File: src/rtl/store_drain_buffer_pkg.sv
// Shared LSU types for the store drain buffer: the buffered store entry and
// the dmem issue state machine encoding.
package lsu_pkg;

    typedef struct packed {
        logic [31:3] addr;
        logic [63:0] data;
        logic [7:0]  wstrb;
    } sb_entry_t;

    typedef enum logic [1:0] {
        SB_IDLE = 2'd0,
        SB_REQ  = 2'd1,
        SB_WAIT = 2'd2
    } sb_state_e;

endpackage

File: src/rtl/store_drain_buffer_if.sv
// Bundle of the LSU commit, dmem store and forwarding-query signals of the
// store drain buffer; slave is the buffer, master is the surrounding LSU/dmem.
interface store_drain_buffer_if #(
    parameter int DEPTH = 8
);
    localparam int PTR_W = $clog2(DEPTH);

    logic           in_valid;
    logic           in_ready;
    logic [31:0]    in_addr;
    logic [63:0]    in_wdata;
    logic [7:0]     in_wstrb;

    logic           st_valid;
    logic           st_ready;
    logic [31:0]    st_addr;
    logic [63:0]    st_wdata;
    logic [7:0]     st_wstrb;
    logic           st_resp_valid;
    logic           st_resp_ready;

    logic [31:0]    fwd_addr;
    logic [7:0]     fwd_bytes;
    logic [63:0]    fwd_data;
    logic           fwd_hit;
    logic           fwd_conflict;

    logic           empty;
    logic [PTR_W:0] count;

    modport slave (
        input  in_valid, in_addr, in_wdata, in_wstrb,
        input  st_ready, st_resp_valid, fwd_addr, fwd_bytes,
        output in_ready, st_valid, st_addr, st_wdata, st_wstrb, st_resp_ready,
        output fwd_data, fwd_hit, fwd_conflict, empty, count
    );

    modport master (
        output in_valid, in_addr, in_wdata, in_wstrb,
        output st_ready, st_resp_valid, fwd_addr, fwd_bytes,
        input  in_ready, st_valid, st_addr, st_wdata, st_wstrb, st_resp_ready,
        input  fwd_data, fwd_hit, fwd_conflict, empty, count
    );

endinterface

File: src/rtl/store_drain_buffer_fwd_merge.sv
// Byte-wise store-to-load forwarding: walks entries oldest to youngest from the
// head so that the youngest matching store wins each requested byte.
module sb_fwd_merge
    import lsu_pkg::*;
#(
    parameter int DEPTH = 8,
    localparam int PTR_W = $clog2(DEPTH)
) (
    input  sb_entry_t        i_entries [DEPTH],
    input  logic [DEPTH-1:0] i_valid,
    input  logic [PTR_W-1:0] i_head,
    input  logic [31:3]      i_addr,
    input  logic [7:0]       i_bytes,
    output logic [63:0]      o_data,
    output logic             o_hit,
    output logic             o_conflict
);

    logic [7:0]       w_covered;
    logic [PTR_W-1:0] w_idx;

    always_comb begin
        // NOTE: every output of this block gets a default first, so no path leaves it unassigned (no latch).
        o_data    = '0;
        w_covered = '0;
        w_idx     = '0;
        for (int k = 0; k < DEPTH; k++) begin
            w_idx = i_head + PTR_W'(k);
            if (i_valid[w_idx] && (i_entries[w_idx].addr == i_addr)) begin
                for (int b = 0; b < 8; b++) begin
                    if (i_bytes[b] && i_entries[w_idx].wstrb[b]) begin
                        o_data[8*b +: 8] = i_entries[w_idx].data[8*b +: 8];
                        w_covered[b]     = 1'b1;
                    end
                end
            end
        end
    end

    assign o_hit      = (i_bytes != 8'd0) && (w_covered == i_bytes);
    assign o_conflict = (w_covered != 8'd0) && (w_covered != i_bytes);

endmodule

File: src/rtl/store_drain_buffer.sv
// In-order committed-store buffer: drains one store at a time to dmem, pops on
// store completion, and forwards buffered bytes to younger loads.
module store_drain_buffer
    import lsu_pkg::*;
#(
    parameter int DEPTH = 8
) (
    input  logic                clk,
    input  logic                rst_n,
    store_drain_buffer_if.slave sb
);
    localparam int PTR_W = $clog2(DEPTH);

    sb_entry_t        r_entries [DEPTH];
    logic [PTR_W:0]   r_head;
    logic [PTR_W:0]   r_tail;
    sb_state_e        r_state;
    sb_state_e        w_state_nxt;

    logic             w_full;
    logic             w_empty;
    logic             w_push;
    logic             w_pop;
    logic [PTR_W:0]   w_count;
    logic [DEPTH-1:0] w_valid;
    sb_entry_t        w_head;
    logic             w_unused;

    assign w_count  = r_tail - r_head;
    assign w_empty  = (r_head == r_tail);
    assign w_full   = (r_head[PTR_W] != r_tail[PTR_W]) &&
                      (r_head[PTR_W-1:0] == r_tail[PTR_W-1:0]);
    assign w_push   = sb.in_valid && !w_full;
    assign w_pop    = (r_state == SB_WAIT) && sb.st_resp_valid;
    assign w_head   = r_entries[r_head[PTR_W-1:0]];
    assign w_unused = ^{sb.in_addr[2:0], sb.fwd_addr[2:0]};

    // NOTE: sequential state uses non-blocking assignments so every flop samples pre-edge values.
    always_ff @(posedge clk) begin
        if (!rst_n) begin
            r_head <= '0;
            r_tail <= '0;
        end else begin
            if (w_push) r_tail <= r_tail + 1'b1;
            if (w_pop)  r_head <= r_head + 1'b1;
        end
    end

    // NOTE: entry storage is not reset; the pointers alone decide which entries are live.
    always_ff @(posedge clk) begin
        if (rst_n && w_push)
            r_entries[r_tail[PTR_W-1:0]] <= '{addr:  sb.in_addr[31:3],
                                              data:  sb.in_wdata,
                                              wstrb: sb.in_wstrb};
    end

    always_ff @(posedge clk) begin
        if (!rst_n) r_state <= SB_IDLE;
        else        r_state <= w_state_nxt;
    end

    // A same-cycle push counts, so a store into an empty buffer issues next cycle.
    always_comb begin
        w_state_nxt = r_state;
        unique case (r_state)
            SB_IDLE: if (!w_empty || w_push) w_state_nxt = SB_REQ;
            SB_REQ:  if (sb.st_ready)        w_state_nxt = SB_WAIT;
            SB_WAIT: if (sb.st_resp_valid)
                         w_state_nxt = ((w_count > (PTR_W+1)'(1)) || w_push) ? SB_REQ : SB_IDLE;
            default: w_state_nxt = SB_IDLE;
        endcase
    end

    always_comb begin
        sb.st_valid      = 1'b0;
        sb.st_addr       = '0;
        sb.st_wdata      = '0;
        sb.st_wstrb      = '0;
        sb.st_resp_ready = 1'b0;
        case (r_state)
            SB_REQ: begin
                sb.st_valid = 1'b1;
                sb.st_addr  = {w_head.addr, 3'b000};
                sb.st_wdata = w_head.data;
                sb.st_wstrb = w_head.wstrb;
            end
            SB_WAIT: sb.st_resp_ready = 1'b1;
            default: ;
        endcase
    end

    // An entry is live when its distance from head is below the occupancy.
    always_comb begin
        w_valid = '0;
        for (int i = 0; i < DEPTH; i++)
            w_valid[i] = {1'b0, PTR_W'(i) - r_head[PTR_W-1:0]} < w_count;
    end

    sb_fwd_merge #(.DEPTH(DEPTH)) u_fwd_merge (
        .i_entries  (r_entries),
        .i_valid    (w_valid),
        .i_head     (r_head[PTR_W-1:0]),
        .i_addr     (sb.fwd_addr[31:3]),
        .i_bytes    (sb.fwd_bytes),
        .o_data     (sb.fwd_data),
        .o_hit      (sb.fwd_hit),
        .o_conflict (sb.fwd_conflict)
    );

    assign sb.in_ready = !w_full;
    assign sb.empty    = w_empty;
    assign sb.count    = w_count;

endmodule
File: src/flat_wrapper.sv
// flat-port wrapper written by rule: the top's interface ports become plain ports
module store_drain_buffer_flat import lsu_pkg::*;
#(
    parameter int DEPTH = 8
)
  (clk, rst_n, sb_in_valid, sb_in_addr, sb_in_wdata, sb_in_wstrb, sb_st_ready, sb_st_resp_valid, sb_fwd_addr, sb_fwd_bytes, sb_in_ready, sb_st_valid, sb_st_addr, sb_st_wdata, sb_st_wstrb, sb_st_resp_ready, sb_fwd_data, sb_fwd_hit, sb_fwd_conflict, sb_empty, sb_count);
  store_drain_buffer_if #(.DEPTH(DEPTH)) sb_i ();
  input  logic clk;
  input  logic rst_n;
  input wire logic [$bits(sb_i.in_valid)-1:0] sb_in_valid;
  input wire logic [$bits(sb_i.in_addr)-1:0] sb_in_addr;
  input wire logic [$bits(sb_i.in_wdata)-1:0] sb_in_wdata;
  input wire logic [$bits(sb_i.in_wstrb)-1:0] sb_in_wstrb;
  input wire logic [$bits(sb_i.st_ready)-1:0] sb_st_ready;
  input wire logic [$bits(sb_i.st_resp_valid)-1:0] sb_st_resp_valid;
  input wire logic [$bits(sb_i.fwd_addr)-1:0] sb_fwd_addr;
  input wire logic [$bits(sb_i.fwd_bytes)-1:0] sb_fwd_bytes;
  output wire logic [$bits(sb_i.in_ready)-1:0] sb_in_ready;
  output wire logic [$bits(sb_i.st_valid)-1:0] sb_st_valid;
  output wire logic [$bits(sb_i.st_addr)-1:0] sb_st_addr;
  output wire logic [$bits(sb_i.st_wdata)-1:0] sb_st_wdata;
  output wire logic [$bits(sb_i.st_wstrb)-1:0] sb_st_wstrb;
  output wire logic [$bits(sb_i.st_resp_ready)-1:0] sb_st_resp_ready;
  output wire logic [$bits(sb_i.fwd_data)-1:0] sb_fwd_data;
  output wire logic [$bits(sb_i.fwd_hit)-1:0] sb_fwd_hit;
  output wire logic [$bits(sb_i.fwd_conflict)-1:0] sb_fwd_conflict;
  output wire logic [$bits(sb_i.empty)-1:0] sb_empty;
  output wire logic [$bits(sb_i.count)-1:0] sb_count;
  assign sb_i.in_valid = sb_in_valid;
  assign sb_i.in_addr = sb_in_addr;
  assign sb_i.in_wdata = sb_in_wdata;
  assign sb_i.in_wstrb = sb_in_wstrb;
  assign sb_i.st_ready = sb_st_ready;
  assign sb_i.st_resp_valid = sb_st_resp_valid;
  assign sb_i.fwd_addr = sb_fwd_addr;
  assign sb_i.fwd_bytes = sb_fwd_bytes;
  assign sb_in_ready = sb_i.in_ready;
  assign sb_st_valid = sb_i.st_valid;
  assign sb_st_addr = sb_i.st_addr;
  assign sb_st_wdata = sb_i.st_wdata;
  assign sb_st_wstrb = sb_i.st_wstrb;
  assign sb_st_resp_ready = sb_i.st_resp_ready;
  assign sb_fwd_data = sb_i.fwd_data;
  assign sb_fwd_hit = sb_i.fwd_hit;
  assign sb_fwd_conflict = sb_i.fwd_conflict;
  assign sb_empty = sb_i.empty;
  assign sb_count = sb_i.count;
  store_drain_buffer #(.DEPTH(DEPTH)) u_core (.clk(clk), .rst_n(rst_n), .sb(sb_i));
endmodule
File: config.mk
export PLATFORM = sky130hd
export DESIGN_NAME = store_drain_buffer_flat
export DESIGN_NICKNAME = d
export VERILOG_FILES = /design/src/rtl/store_drain_buffer_pkg.sv /design/src/rtl/store_drain_buffer_if.sv /design/src/rtl/store_drain_buffer_fwd_merge.sv /design/src/rtl/store_drain_buffer.sv /design/src/flat_wrapper.sv
export SDC_FILE = /design/constraint.sdc
export NUM_CORES = 2
export LEC_CHECK = 0
export BUFFER_PORTS_ARGS = -buffer_cell sky130_fd_sc_hd__buf_2
export CORE_MARGIN = 3
export CORE_UTILIZATION = 35
export DETAILED_ROUTE_END_ITERATION = 8
export PLACE_DENSITY = 0.62
export SLEW_MARGIN = 10
export SYNTH_ARGS = -nofsm -noshare
export SYNTH_HDL_FRONTEND = slang
export SYNTH_SLANG_ARGS = --single-unit
File: constraint.sdc
create_clock -name clk -period 25 [get_ports clk]
set_input_delay 2.5 -clock clk [delete_from_list [all_inputs] [get_ports clk]]
set_output_delay 2.5 -clock clk [all_outputs]
set_load 0.1 [all_outputs]
==> results.json <==
{
  "power_mw": 3.46,
  "antenna_found_initial": 80,
  "synth_area_leader_cell": "edfxtp_1",
  "synth_seq_area_share": 0.373,
  "wl_per_cell_um": 30.6,
  "die_w_um": 439,
  "synth.distinct_cells": 115,
  "finalWirelength_um": 237000,
  "required_ns": 22.50,
  "syn_area_mm2": 0.0656,
  "synth_cells": 5043,
  "grt_pass1_wl_um": 339000,
  "route.met2.wl_um": 108000,
  "synth.most_common_cell": "mux4_2",
  "grt_remaining_overflow": 0,
  "slowest_stage": "nor2_2",
  "place.gp.congestion": 1.00,
  "path_cells": "inv_2 -> ha_4 -> buf_4 -> buf_4 -> mux2i_1 -> xnor2_1 -> nor3_1 -> o211ai_1 -> a2111oi_0 -> o211ai_1 -> nor2_2 -> nand3_1 -> a21oi_1 -> a31oi_1 -> a41oi_1 -> buf_2",
  "slew_violations": 0,
  "nNetsFinal": 5291,
  "clk_path_buf_depth": 3,
  "critPathMaxStageDelay_ns": 0.97,
  "synth_top_cell_area_share": 0.370,
  "htree_levels": 3,
  "dp_hpwl_um": 157000,
  "grtUsageTotal": 0.238,
  "ctsResizeCount": 0,
  "grt_pass1_vias": 48491,
  "maxSlewHeadroom": 0.240,
  "insertion_delay_ns": 0.75,
  "drc": 0,
  "startpoint_type": "flop",
  "avgSynthCellArea_um2": 13.0,
  "synth_top_cells_by_count": "mux4_2, edfxtp_1, nand2_1, mux2i_1, nor2_1",
  "drt_iter0_drc": 6889,
  "synth_edf_count": 808,
  "crit_type": "reg -> out",
  "synth-seq-cells": 818,
  "switchingPower_mw": 1.00,
  "maxClockFrequency_ghz": 0.0788,
  "peakVddDrop_mv": 0.0518,
  "setup_viol": 0,
  "setup_tns_ns": 0,
  "fin_crit_ns": 12.69,
  "rows": 158,
  "finalHoldViolCount": 0,
  "swShare": 0.290,
  "worst_pin_slew_ns": 1.14,
  "cts_setup_buffers": 0,
  "drv_cap": 0,
  "finalCritPeriodShare": 0.508,
  "grt_setup_unrepaired": "no",
  "grt_start_max_net_pins": 133,
  "status": "completed",
  "port_buffers": 317,
  "worstSetupEndpointType": "output port",
  "die_area_mm2": 0.193,
  "seq_power_share": 0.448,
  "cts_tree": "built",
  "first_pass_iters": 8,
  "hold_path.class": "reg -> reg",
  "synthFlopType": "edfxtp_1",
  "cp_max_fo": 56,
  "yosysWarnings": 0,
  "cp.arrival_ns": 10.19,
  "io_pins": 327,
  "core_area_mm2": 0.186,
  "cp_num_buf_inv": 4,
  "p_int_mw": 2.46,
  "cellPowerDensity_mw_per_mm2": 48.0,
  "drive_above_1_share": 0.299,
  "vias": 50784,
  "area_growth_pct": 9.97,
  "drtAntennaViolNets": 0,
  "numCtsBuffers": 90,
  "start_util": 0.353,
  "routed.top_layer": "met5",
  "cts_sinks": 818,
  "p_leak_nw": 22.7,
  "async_flop_share": 0,
  "p_comb_frac": 0.166,
  "crit_family": "buffers and inverters",
  "die_h_um": 439,
  "cts-hold-fix-buffers": 0,
  "clock_power_share": 0.386,
  "cts_root_buffer": "clkbuf_16",
  "wl_met3_um": 25300,
  "vias_per_cell": 6.57,
  "wl_met1_um": 84600,
  "path_clk_slew_ns": 0.06,
  "finClkSkew_ns": 0.0550,
  "synthTopCellsByArea": "edfxtp_1, mux4_2, mux2i_1"
}
final timing paths:
path	from	endpoint	slack, ns	cells after the start
worst max-delay path	u_core.r_head[1]$_SDFFE_PN0P_	sb_fwd_data[60]	12.31	16
worst min-delay path	u_core.r_state[1]$_SDFFE_PN0P_	u_core.r_state[0]$_SDFFE_PN0P_	0.59	3
worst max register to register	u_core.r_head[0]$_SDFFE_PN0P_	u_core.r_entries[219]$_DFFE_PP_	19.02	9
worst min register to register	u_core.r_state[1]$_SDFFE_PN0P_	u_core.r_state[0]$_SDFFE_PN0P_	0.59	3
registers in the layout, summed over array words and instances, names as in the netlist:
signal            flops
u_core.r_state        2
u_core.r_tail         4
u_core.r_entries    808
u_core.r_head         4
logic make-up after synthesis:
logic type / synth area share
adders and majority gates: 0.00374
DFF: 0.373
AOI/OAI and AO/OA: 0.0792
and+or+nand+nor: 0.0939
buffers and inverters: 0.0403
muxes: 0.376
xor gates and xnor gates: 0.0333
other: 0.0000572
routing by layer:
metal  track usage  vias to the layer above
met2         0.366                     3390
met1         0.294                    25892
li1              -                    20789
met4         0.180                       32
met5             0                        -
met3        0.0509                      681
tightest hold or removal path, stage by stage (launching register included):
cell     delay [ns]
dfxtp_1        0.36
a21oi_1        0.06
o41ai_1        0.06
a21oi_1        0.06
area by class of cell:
| type | instances | area, µm² |
|---|---|---|
| Antenna cell | 50 | 125 |
| Clock buffer | 107 | 2320 |
| Clock inverter | 59 | 637 |
| Fill cell | 17542 | 114000 |
| Inverter | 39 | 154 |
| Multi-Input combinational cell | 3748 | 38700 |
| Sequential cell | 818 | 24500 |
| Tap cell | 2480 | 3100 |
| Timing Repair Buffer | 430 | 2580 |
cell usage in the layout, fill, tap and decap left out, types with 68 or more instances in the layout:
| cell type | count |
|---|---|
| mux2_2 | 75 |
| mux4_2 | 813 |
| buf_4 | 101 |
| nor2_1 | 184 |
| nand2_1 | 718 |
| a21oi_1 | 124 |
| xnor2_1 | 178 |
| o21ai_0 | 68 |
| edfxtp_1 | 808 |
| mux2i_1 | 553 |
| buf_2 | 317 |
| clkbuf_16 | 90 |
per-stage QoR:
stage / instance area (µm²) / util / std cells / hold WS, ns / setup slack (ns)
floorplan: 65600 / - / 5045 / 0.518 / 13.23
global placement: 69000 / 0.372 / 7515 / 0.558 / 13.30
detailed placement: 69000 / 0.372 / 7515 / 0.588 / 13.25
CTS: 72000 / 0.387 / 7681 / 0.602 / 12.48
global route: 72100 / 0.388 / 7719 / 0.625 / 12.21
finish: 72100 / 0.388 / 7731 / 0.589 / 12.31
power groups by stage:
stage / logic [mW] / registers (mW) / clock network, mW
2_1_floorplan: 0.414 / 1.57 / 0
3_3_place_gp: 0.564 / 1.57 / 0
3_5_place_dp: 0.568 / 1.58 / 0
4_1_cts: 0.570 / 1.55 / 1.36
5_1_grt: 0.601 / 1.55 / 1.42
6_report: 0.576 / 1.55 / 1.34
No activity file was read; power rests on OpenSTA's default activity.
